### src/rtl/hpdmc_ddrwr_ctl.sv
// Write-burst sequencer for the DDR16 output datapath: DQS preamble, data burst,
// postamble and write recovery, feeding the D0/D1/CE inputs of the DQ/DM/DQS output registers.
module hpdmc_ddrwr_ctl #(
  parameter int unsigned BURST_LEN = 4,
  parameter int unsigned WR_LAT    = 1,
  parameter int unsigned TWR       = 2
) (
  input  logic        sys_clk,
  input  logic        sdram_rst,
  input  logic        write,
  output logic        ready,
  output logic        wr_err,
  input  logic [31:0] din,
  input  logic [3:0]  dmask,
  output logic        data_ack,
  output logic [15:0] dq_d0,
  output logic [15:0] dq_d1,
  output logic [1:0]  dm_d0,
  output logic [1:0]  dm_d1,
  output logic        dq_oe,
  output logic        dqs_oe,
  output logic        dqs_en,
  output logic        idle
);

  typedef enum logic [2:0] {
    S_IDLE    = 3'd0,
    S_LAT     = 3'd1,
    S_PRE     = 3'd2,
    S_BURST   = 3'd3,
    S_POST    = 3'd4,
    S_RECOVER = 3'd5
  } state_t;

  // Counter preloads; the guarded forms keep the unused cases from underflowing.
  localparam logic [3:0] LAT_INIT   = 4'((WR_LAT >= 32'd2) ? (WR_LAT - 32'd2) : 32'd0);
  localparam logic [3:0] BURST_INIT = 4'((BURST_LEN >= 32'd1) ? (BURST_LEN - 32'd1) : 32'd0);
  localparam logic [3:0] TWR_INIT   = 4'((TWR >= 32'd1) ? (TWR - 32'd1) : 32'd0);
  localparam bit         LAT_SKIP   = (WR_LAT == 32'd1);
  localparam bit         TWR_ZERO   = (TWR == 32'd0);

  state_t      state_q, state_d;
  logic [3:0]  cnt_q, cnt_d;
  logic [15:0] dq_d0_q, dq_d0_d;
  logic [15:0] dq_d1_q, dq_d1_d;
  logic [1:0]  dm_d0_q, dm_d0_d;
  logic [1:0]  dm_d1_q, dm_d1_d;
  logic        dq_oe_q, dq_oe_d;
  logic        dqs_oe_q, dqs_oe_d;
  logic        dqs_en_q, dqs_en_d;
  logic        ready_s;
  logic        ack_s;

  // Next-state, counter and combinational handshake outputs
  always_comb begin
    state_d = state_q;
    cnt_d   = cnt_q;
    ack_s   = 1'b0;
    ready_s = (state_q == S_IDLE) || (state_q == S_RECOVER);
    case (state_q)
      S_IDLE: begin
        if (write) begin
          if (LAT_SKIP) begin
            state_d = S_PRE;
          end else begin
            state_d = S_LAT;
            cnt_d   = LAT_INIT;
          end
        end else begin
          state_d = S_IDLE;
        end
      end
      S_LAT: begin
        if (cnt_q == 4'd0) begin
          state_d = S_PRE;
        end else begin
          cnt_d = cnt_q - 4'd1;
        end
      end
      S_PRE: begin
        state_d = S_BURST;
        cnt_d   = BURST_INIT;
      end
      S_BURST: begin
        ack_s = 1'b1;
        if (cnt_q == 4'd0) begin
          state_d = S_POST;
        end else begin
          cnt_d = cnt_q - 4'd1;
        end
      end
      S_POST: begin
        if (TWR_ZERO) begin
          state_d = S_IDLE;
        end else begin
          state_d = S_RECOVER;
          cnt_d   = TWR_INIT;
        end
      end
      S_RECOVER: begin
        // A new write abandons the rest of the recovery window.
        if (write) begin
          if (LAT_SKIP) begin
            state_d = S_PRE;
          end else begin
            state_d = S_LAT;
            cnt_d   = LAT_INIT;
          end
        end else if (cnt_q == 4'd0) begin
          state_d = S_IDLE;
        end else begin
          cnt_d = cnt_q - 4'd1;
        end
      end
      default: begin
        state_d = S_IDLE;
        cnt_d   = 4'd0;
      end
    endcase
  end

  // Output-register inputs: data halves while consuming, idle pattern otherwise
  always_comb begin
    dq_d0_d  = 16'h0000;
    dq_d1_d  = 16'h0000;
    dm_d0_d  = 2'b11;
    dm_d1_d  = 2'b11;
    if (ack_s) begin
      dq_d0_d = din[31:16];
      dq_d1_d = din[15:0];
      dm_d0_d = dmask[3:2];
      dm_d1_d = dmask[1:0];
    end else begin
      dq_d0_d = 16'h0000;
      dq_d1_d = 16'h0000;
    end
    dq_oe_d  = (state_q == S_BURST);
    dqs_en_d = (state_q == S_BURST);
    dqs_oe_d = (state_q == S_PRE) || (state_q == S_BURST) || (state_q == S_POST);
  end

  // State, counter and output registers with synchronous reset
  always_ff @(posedge sys_clk) begin
    if (sdram_rst) begin
      state_q  <= S_IDLE;
      cnt_q    <= 4'd0;
      dq_d0_q  <= 16'h0000;
      dq_d1_q  <= 16'h0000;
      dm_d0_q  <= 2'b11;
      dm_d1_q  <= 2'b11;
      dq_oe_q  <= 1'b0;
      dqs_oe_q <= 1'b0;
      dqs_en_q <= 1'b0;
    end else begin
      state_q  <= state_d;
      cnt_q    <= cnt_d;
      dq_d0_q  <= dq_d0_d;
      dq_d1_q  <= dq_d1_d;
      dm_d0_q  <= dm_d0_d;
      dm_d1_q  <= dm_d1_d;
      dq_oe_q  <= dq_oe_d;
      dqs_oe_q <= dqs_oe_d;
      dqs_en_q <= dqs_en_d;
    end
  end

  assign ready    = ready_s;
  assign wr_err   = write & ~ready_s;
  assign data_ack = ack_s;
  assign idle     = (state_q == S_IDLE);
  assign dq_d0    = dq_d0_q;
  assign dq_d1    = dq_d1_q;
  assign dm_d0    = dm_d0_q;
  assign dm_d1    = dm_d1_q;
  assign dq_oe    = dq_oe_q;
  assign dqs_oe   = dqs_oe_q;
  assign dqs_en   = dqs_en_q;

endmodule

### config.mk
export PLATFORM = sky130hd
export DESIGN_NAME = hpdmc_ddrwr_ctl
export DESIGN_NICKNAME = d
export VERILOG_FILES = /design/src/rtl/hpdmc_ddrwr_ctl.sv
export SDC_FILE = /design/constraint.sdc
export NUM_CORES = 1
export LEC_CHECK = 0
export BUFFER_PORTS_ARGS = -buffer_cell sky130_fd_sc_hd__buf_2
export CAP_MARGIN = 25
export CORE_ASPECT_RATIO = 2
export CORE_MARGIN = 10
export CORE_UTILIZATION = 45
export DETAILED_ROUTE_END_ITERATION = 8
export PLACE_DENSITY = 0.8
export REMOVE_ABC_BUFFERS = 1
export SLEW_MARGIN = 20
export SYNTH_ARGS = -nofsm -noshare
export SYNTH_HDL_FRONTEND = slang
export SYNTH_SLANG_ARGS = --single-unit
### constraint.sdc
create_clock -name sys_clk -period 3 [get_ports sys_clk]
set_input_delay 0.3 -clock sys_clk [delete_from_list [all_inputs] [get_ports sys_clk]]
set_output_delay 0.3 -clock sys_clk [all_outputs]
set_load 0.01 [all_outputs]
After elaboration in Yosys (flattened, before gate mapping)
Index checks and enable logic that the tools add are counted.
Storage, ports and cells
  logic and storage cells: 41
  bits in registers: 45
  output and inout port bits: 43
Cells by class
  bitwise operators: 4
  $add $sub $neg: 1
  equal/unequal tests: 9
  reduce and logical (&&, ||, !) cells: 9
  muxes and demuxes: 10
Operators with widths (count)
  $pmux 4 s5: 1
  $pmux 3 s6: 1
  $mux 3: 4
  $mux 4: 2
  $eq 3x2->1 const B: 2
  $eq 3x3->1 const B: 2
  $logic_not 4->1: 1
  $ne 2x2->1 const B: 2
  $reduce_or 2->1: 2
  $sub 4x1->4 const B: 1
  $eq 3x1->1 const B: 1
  $logic_not 3->1: 1
  $logic_or 1x1->1: 3
  $ne 3x2->1 const B: 1
  $not 1->1: 3
  $reduce_and 3->1: 1
  $mux 2: 1
  $ne 2x1->1 const B: 1
  $reduce_and 2->1: 1
  $and 1x1->1: 1
  $mux 1: 1

Longest topological paths before layout
Gate-level depths: netlist of run 1.
  depth in word-level cells: 4
  mapped depth: 6
  gate-level depth less buffers: 6

Worst setup path after synthesis of run 1
OpenSTA, ideal clock, no wires.
  kind: register -> register
  start: register cnt_q[0]
  end: register cnt_q[0]
  buffers on the path: 0
  arrival time: 1322 ps
  setup time: 121 ps
  slack: 1556 ps
  required time: 2879 ps
  stages on the path, launching flop included: 7
  cells stage by stage: dfxtp_1 > inv_1 > ha_1 > nor3b_2 > o21ai_2 > nand2_2 > mux2_4
Between the ends
  word-level cells in the longest chain between the ends: 4
RTL lines
  start, declared: RTL line 43  | logic [3:0] cnt_q, cnt_d;
  start signal, assigned: RTL line 156  | cnt_q <= cnt_d;
  $sub 4x1->4 / $logic_not 4->1 (equally long branches)
  $mux 4 (*): RTL line 74, 86, 109
  $mux 4: RTL line 102  | if (write) begin
  $pmux 4 s5 (*): RTL line 60  | case (state_q)
Every way passes the cells marked *; elsewhere a longest branch is shown, timed or not. The select of a mux whose other input is x is not followed.
A chain may end at the register's enable or synchronous reset.

Final worst setup path of run 1
Same ends and word-level chain as after synthesis.

==> run summary, run 1 <==
The routed length per placed instance came out at around 14 um. The violation count after the first detailed-route iteration is 12. The number of top-level pins came out at 82. The setup slack after layout is 1340 ps. The number of global-route vias before repair is 1352. The slack of the worst reg-to-reg path is between 1000 and 1500 ps.

After synthesis, the share of flip-flops with an asynchronous set or reset is 0. The data arrival time at the worst-slack endpoint came out at roughly 1800 ps. The number of port buffers came out at 81. The net count of the finished layout is about 270.

Summed over all layers, the routed wires come to around 3.5 mm. The synthesized design contains 0 enable-type register cells. In the detailed route, the total length drawn on met2 is between 1.5 and 2 mm.

After routing, the total negative slack on setup checks comes to 0 ps. Routed signal wires occupy layers up through met4. The final number of max-transition violations came out at 0. The first global-routing pass estimated about 5.8 mm of wire. The post-layout minimum cycle time came out at roughly 1700 ps. The overall power came out at about 1.1 mW. The worst setup path is captured at a register. The width of the die came out at a little over 60 um. The largest driver fanout on the critical path is 5.

The biggest cell delay along the critical path came out at approximately 400 ps. The starting density of the core is 0.460. The power density normalized to cell area came out at ~550 nW/um2. The actual transition at the worst max-transition pin is roughly 400 ps. The repair_antennas step left the layout with diodes totalling 0. The pre-CTS setup slack came out at approximately 1200 ps. The floorplan die height came out at ~100 um. The summed area of non-filler cells in the final layout came out at ~2000 um2.

The share of final-layout standard cells stronger than drive strength 1 came out at 0.445. The post-CTS setup-driven buffer insertion count came out at 0. The sum of routed wire segments on met1 came out at about 1.2 mm.

The number of levels in the clock H-tree is 2. The worst max-slew margin expressed relative to the limit came out at 0.729. The synthesized flop and latch total is 45. The number of clock sinks seen by CTS is 45. The initial antenna violation count came out at 0.

The largest individual stage delay along the critical path comes from the cell sky130_fd_sc_hd__nor3b_2. Of the available clock period, the critical path in the final layout requires 0.552. The synthesized instance count is roughly 150. The yosys synthesis warning count came out at 0. The master cell of the clock root buffer is sky130_fd_sc_hd__clkbuf_8. Yosys instantiated no cell more often than sky130_fd_sc_hd__dfxtp_1. The number of antenna-violating nets in the routed design came out at 0. Of the synthesized area, sequential elements account for 0.579.

The worst setup path is launched from a register. By count the netlist is led by 45 x sky130_fd_sc_hd__dfxtp_1, 32 x sky130_fd_sc_hd__and2_1, 6 x sky130_fd_sc_hd__inv_1, 6 x sky130_fd_sc_hd__nand2_1, 6 x sky130_fd_sc_hd__nor2_1. The per-cell via count in the routed design came out at 4.75. The global routing usage summed across all routing layers came out at 0.120. Across all layers, the routed design uses approximately 1200 vias.

The summed instance area of the synthesized netlist came out at 1560 um2. The most common flop cell mapped by yosys is sky130_fd_sc_hd__dfxtp_1. The post-synthesis to final-layout area growth came out at 32.0%. The biggest area contributor in the post-synthesis netlist is sky130_fd_sc_hd__dfxtp_1. The clock latency of the later-clocked register in the worst-skew pair came out at about 280 ps. The count of endpoints failing setup in the final report is 0. Synthesis instantiated 36 different standard cells from the library. By area the synthesized netlist is led by sky130_fd_sc_hd__dfxtp_1 58%, sky130_fd_sc_hd__and2_1 13%, sky130_fd_sc_hd__buf_6 2.2%.

The final global-route overflow total came out at 0. No sink is reached through more buffers than the 2 on the longest clock path. The count of final hold-check violations was 0.

The run finished with clean final reports. The clock tree from TritonCTS is done. Dividing the synthesized area by the synthesized cell count gives roughly 11 um2. The kind of critical path is reg2reg. The area share of the largest cell type after synthesis came out at 0.579. The path class of the lowest-slack min-delay path is in2reg. The worst endpoint required time came out at roughly 3200 ps.

In the routed design, unresolved DRC markers number 0. The maximum operating frequency is roughly 0.60 GHz. Walking the worst path, the cells encountered are inv_1 -> ha_1 -> nor3b_2 -> o21ai_2 -> nand2_2 -> mux2_4. The full die area came out at roughly 6400 um2. The largest voltage drop on the vdd net is 0.375 mV. In this run, placement finished with an instance count of 250. In this run the standard cell core region covers approximately 3400 um2. Post-CTS repair changed the size of 0 cells. Entering global routing, the biggest net connects 38 pins. The number of buffers inserted for hold repair after clock tree synthesis came out at 0.

The placement-stage cell area came out at 1940 um2. Summed over all nets, wire length on met3 after detailed routing comes to approximately 550 um. The number of search-and-repair iterations in the first detailed-routing pass came out at 4. In this run the core area contains 30 standard-cell rows. The clock slew at the register clock pins of the worst setup and hold paths is approximately 80 ps. The wire-length estimate of the detail-placed layout is approximately 3 mm. Setup repair after global routing left no endpoint under its margin. Summed over all cells, the static leakage comes to roughly 1.0 nW. For the final database, setup skew stands at around 4.2 ps. The last weighted congestion value of the routability-driven placer came out at roughly 0.87.

The count of non-filler cells in the finished layout came out at ~260. The total CTS buffers came out at 5. The number of violations of the max-capacitance limit came out at 0.
## power by group
part / internal [mW] / switching [mW] / total [mW] / leakage (nW)
registers: 0.610 / 0.0137 / 0.623 / 0.364
logic: 0.0618 / 0.0616 / 0.123 / 0.625
clock network: 0.208 / 0.181 / 0.389 / 0.0542
## critical path, delay by kind of cell, from the launching register on
kind,cells,cell delay (ps)
adder cells (fa/ha/maj),1,210
flip-flops,1,340
AO/OA/AOI/OAI,1,90
AND/OR/NAND/NOR,2,530
multiplexers,1,310
buffers and inverters,1,80
## registers in the layout (all words and copies together) (netlist names)
signal	count
dqs_en	1
dqs_oe	1
dq_d1	16
state_q	3
dq_d0	16
dm_d0	2
cnt_q	4
dm_d1	2
## layout by cell type (no fill, tap or decap)
| master | count |
|---|---|
| sky130_fd_sc_hd__o22ai_1 | 1 |
| sky130_fd_sc_hd__or3_1 | 1 |
| sky130_fd_sc_hd__nand2b_1 | 5 |
| sky130_fd_sc_hd__xnor2_1 | 1 |
| sky130_fd_sc_hd__a211oi_2 | 1 |
| sky130_fd_sc_hd__a31o_2 | 1 |
| sky130_fd_sc_hd__o21ai_2 | 2 |
| sky130_fd_sc_hd__dfxtp_1 | 45 |
| sky130_fd_sc_hd__a21oi_1 | 5 |
| sky130_fd_sc_hd__and2_2 | 1 |
| sky130_fd_sc_hd__ha_1 | 1 |
| sky130_fd_sc_hd__or4_1 | 1 |
| sky130_fd_sc_hd__nor2_1 | 6 |
| sky130_fd_sc_hd__nand2_2 | 1 |
| sky130_fd_sc_hd__and2b_2 | 1 |
| sky130_fd_sc_hd__a2bb2oi_1 | 1 |
| sky130_fd_sc_hd__clkinv_2 | 1 |
| sky130_fd_sc_hd__nor3_4 | 1 |
| sky130_fd_sc_hd__nor3b_1 | 1 |
| sky130_fd_sc_hd__o31ai_1 | 1 |
| sky130_fd_sc_hd__xor2_1 | 1 |
| sky130_fd_sc_hd__mux2_4 | 1 |
| sky130_fd_sc_hd__o21ai_0 | 4 |
| sky130_fd_sc_hd__nor2b_1 | 2 |
| sky130_fd_sc_hd__clkbuf_8 | 7 |
| sky130_fd_sc_hd__nand3_1 | 1 |
| sky130_fd_sc_hd__a32oi_1 | 1 |
| sky130_fd_sc_hd__nor3_1 | 3 |
| sky130_fd_sc_hd__buf_8 | 1 |
| sky130_fd_sc_hd__buf_2 | 81 |
| sky130_fd_sc_hd__and4bb_4 | 1 |
| sky130_fd_sc_hd__nand2_1 | 6 |
| sky130_fd_sc_hd__nor3b_2 | 1 |
| sky130_fd_sc_hd__and2_1 | 32 |
| sky130_fd_sc_hd__inv_1 | 6 |
| sky130_fd_sc_hd__mux2i_1 | 1 |
## path summary, 6_finish.rpt
path                    startpoint                     to  cells after the start
max reg2reg  cnt_q[0]$_SDFFE_PP0P_  cnt_q[0]$_SDFFE_PP0P_                      6
max          cnt_q[0]$_SDFFE_PP0P_  cnt_q[0]$_SDFFE_PP0P_                      6
min reg2reg  cnt_q[1]$_SDFFE_PP0P_  cnt_q[1]$_SDFFE_PP0P_                      2
min                       dmask[1]    dm_d1[1]$_SDFF_PP1_                      2
## cell type report
class,count,area (um2)
Sequential cell,45,901
Timing Repair Buffer,82,420
Clock buffer,7,96.3
Inverter,6,22.5
Multi-Input combinational cell,86,568
Fill cell,307,1330
Tap cell,32,40.0
Clock inverter,1,5.00
## per-stage QoR
stage / util / hold slack [ps]
final: 0.608 / 197
after global routing: 0.608 / 190
after CTS: 0.603 / 184
after detailed placement: 0.573 / 486
after global placement: 0.573 / 473
after floorplan: - / 369
## layer usage
metal	vias up	track usage
li1	623	-
met1	537	0.104
met2	64	0.198
met3	5	0.0863
met4	0	0.0571
met5	-	0
## kinds of logic (layout without fill, tap and decap cells)
logic type                 count (synthesis)  in the layout  share of synthesized area
DFF                                       45             45                      0.579
xor gates and xnor gates                   2              2                     0.0113
and+or+nand+nor                           64             64                      0.256
adders and majority gates                  1              1                    0.00804
muxes                                      2              2                     0.0161
buffers and inverters                     14             96                     0.0555
AOI/OAI and AO/OA                         17             17                     0.0740
Power figures use the tool's default switching activity.
==> inputs of run 2 (changes only) <==
- CORE_UTILIZATION: 45 -> 44
- PLACE_DENSITY: 0.8 -> 0.78
- clock period: 3 -> 1.73 ns (I/O delays scaled with it)
==> run 2 against run 1 <==
Effect of this change:
- setup slack worse by 1200 ps
- die area is 1.7% higher
- clock skew decreased by 1.2 ps
- first-iteration DRC count increased by 110%
- combinational power is 77% higher
- core utilization increased by 1.2 points
- critical path depth down 3
- sequential power is 73% higher
- final cell count grew 6.2%
- hold slack worse by 130 ps
- critical path type is now reg2out
- critical endpoint is now data_ack
- largest power group unchanged
==> run summary, run 2 (synthesis results as in run 1) <==
The number of antenna cells inserted came out at 0 (unchanged). The total CTS buffers is 5 (unchanged). The number of port buffers came out at 81 (unchanged).

The via count is 1237 (+0.65%). Setup repair after global routing left no endpoint under its margin. The width of the die was 62.0 um (+0.76%). The final global-route overflow total is 0 (unchanged).

The number of levels in the clock H-tree is 2 (unchanged). The number of violations of the max-capacitance limit was 0 (unchanged). The number of search-and-repair iterations in the first detailed-routing pass came out at 4 (unchanged).

The clock latency of the later-clocked register in the worst-skew pair came out at 280 ps (about the same). The actual transition at the worst max-transition pin is 427 ps (+22.4 ps). The net switching power came to 0.455 mW (+78%). The worst max-slew margin expressed relative to the limit is 0.715 (-0.0141). The data arrival time at the worst-slack endpoint came to 1390 ps (-440 ps). The count of endpoints failing setup in the final report came out at 0 (unchanged). The final-layout setup total negative slack is 0 ps (unchanged).

The number of antenna-violating nets in the routed design is 0 (unchanged). The fraction of the cycle the final worst path needs is 0.904. The flow ran to the end, and the final reports show no timing, DRC or antenna violations. The HPWL reported at the end of detailed placement is 2.95 mm (-0.18%). The net count of the finished layout is 266 (unchanged). The global routing usage summed across all routing layers came out at 0.117 (-0.00261). The slack of the worst reg-to-reg path is 180 ps (-1160 ps). The number of remaining DRC errors is 0 (unchanged). The starting density of the core is 0.455 (-0.00506). The clock tree from TritonCTS is done. The fraction of power spent switching nets came out at 0.207 (-0.0184). The full die area is 6460 um2 (+1.7%).

The library cells used most frequently in the layout, excluding fill and tap cells, are 81 x sky130_fd_sc_hd__buf_2, 45 x sky130_fd_sc_hd__dfxtp_1, 32 x sky130_fd_sc_hd__and2_1. The row count came out at 30 (unchanged). The kind of critical path is reg2out. The post-synthesis to final-layout area growth came out at 36.1%. The clock tree skew after final layout was 2.97 ps (-1.24 ps).

Walking the worst path, the cells encountered are nand2_1 -> nor2_1 -> buf_2. The portion of total power attributed to combinational logic came out at 0.099 (-0.010). The number of top-level pins was 82 (unchanged). The part of the power in registers came to 0.492 (-0.057). The largest voltage drop on the vdd net is 0.864 mV (+130%). The largest driver fanout on the critical path is 13 (+8).

The fraction of power consumed by the clock network came to 0.409 (+0.067). The pin count of the biggest net entering global routing came out at 38 (unchanged). The leading cell type in the layout, fill and taps excluded is sky130_fd_sc_hd__buf_2. The floorplan core area came out at 3420 um2 (+1.1%). The floorplan die height came to 104 um (+0.91%).

On the critical path, the stage with the largest delay is an instance of sky130_fd_sc_hd__dfxtp_1. The internal power summed over all cells is 1.74 mW (+98%). The last weighted congestion value of the routability-driven placer was 0.856 (-1.3%). The post-CTS setup-driven buffer insertion count is 0 (unchanged). The largest buffer count on any clock path came out at 2 (unchanged). The number of clock sinks seen by CTS came out at 45 (unchanged). The clock slew at the register clock pins of the worst setup and hold paths came out at 80 ps (about the same). The post-layout minimum cycle time is about 1600 ps.

The count of final hold-check violations came out at 0 (unchanged). The standby leakage power came out at 1.06 nW (+1.7%). In this run the clock root is driven by a sky130_fd_sc_hd__clkbuf_8.

The power density normalized to cell area is 1040 nW/um2 (+88%). The final number of max-transition violations came to 0 (unchanged). For this run, the top clock speed supported by timing is roughly 0.64 GHz. The overall power came to 2.20 mW (+94%). STA classifies the critical path startpoint as a register. The smallest hold slack came out at 64.4 ps (-132 ps). The worst endpoint required time came out at 1560 ps (-1620 ps).

The per-cell via count in the routed design came out at 4.50 (-5.2%). The number of buffers inserted for hold repair after clock tree synthesis came out at 0 (unchanged). The capturing element type of the critical path is an output port. In this run the worst hold path is classified as in2reg. The number of global-route vias before repair is 1333 (-1.4%). The global-route wire length before repair came out at 5.82 mm (+0.59%).

The routed length per placed instance was 13.0 um (-4.8%). The routed wire length came out at 3.57 mm (+1.0%). The initial antenna violation count is 0 (unchanged).

The share of final-layout standard cells stronger than drive strength 1 came out at 0.445 (unchanged). The violation count after the first detailed-route iteration came out at 25 (+13). The number of filler instances in the final layout came out at 306 (-0.33%). The biggest cell delay along the critical path is 590 ps (+190 ps).
-- run 2: worst max-delay path: cells and delay by family, from the launching register on --
kind	cells	cell delay, ps
AND/OR/NAND/NOR	2	360
flip-flops	1	590
buffers and inverters	1	160
-- run 2: repair_timing --
action                                  CTS  global route
endpoints found under the setup margin    0             1
gates resized for setup                   0             1
endpoints found under the hold margin     0             0
-- run 2: metrics by stage --
step / setup slack (ps) / util / area, um2 / cells
finish: 167 / 0.620 / 2120 / 275
global route: 31.5 / 0.620 / 2120 / 275
CTS: 117 / 0.618 / 2110 / 275
detailed placement: 129 / 0.579 / 1980 / 267
global placement: 160 / 0.579 / 1980 / 267
floorplan: 286 / - / 1490 / 137
-- run 2: metal layers --
layer / GRT usage / vias to the layer above / wire (um)
met4: 0.0434 / 0 / 40
met2: 0.186 / 63 / 1740
met3: 0.100 / 4 / 583
li1: - / 625 / -
met5: 0 / - / 0
met1: 0.102 / 545 / 1200
-- run 2: area by class of cell --
| cell class | count | area (um2) | share of cell area |
|---|---|---|---|
| Clock buffer | 5 | 68.8 | 0.0325 |
| Clock inverter | 3 | 65.1 | 0.0307 |
| Inverter | 6 | 22.5 | 0.0106 |
| Multi-Input combinational cell | 86 | 574 | 0.271 |
| Sequential cell | 45 | 901 | 0.426 |
| Tap cell | 48 | 60.1 | 0.0284 |
| Timing Repair Buffer | 82 | 425 | 0.201 |
-- run 2: power by group through the flow --
stage	clock, mW	combinational, mW	sequential [mW]
6_report	0.899	0.218	1.08
5_1_grt	0.965	0.246	1.09
4_1_cts	0.928	0.216	1.08
3_5_place_dp	0	0.216	1.11
3_3_place_gp	0	0.213	1.10
2_1_floorplan	0	0.123	1.11
-- run 2: path summary, 6_finish.rpt --
kind / from / end / cells past startpoint
worst max-delay path: state_q[0]$_SDFFE_PP0P_ / data_ack / 3
worst min-delay path: dmask[1] / dm_d1[1]$_SDFF_PP1_ / 2
worst max register to register: cnt_q[0]$_SDFFE_PP0P_ / cnt_q[0]$_SDFFE_PP0P_ / 6
worst min register to register: cnt_q[1]$_SDFFE_PP0P_ / cnt_q[1]$_SDFFE_PP0P_ / 2
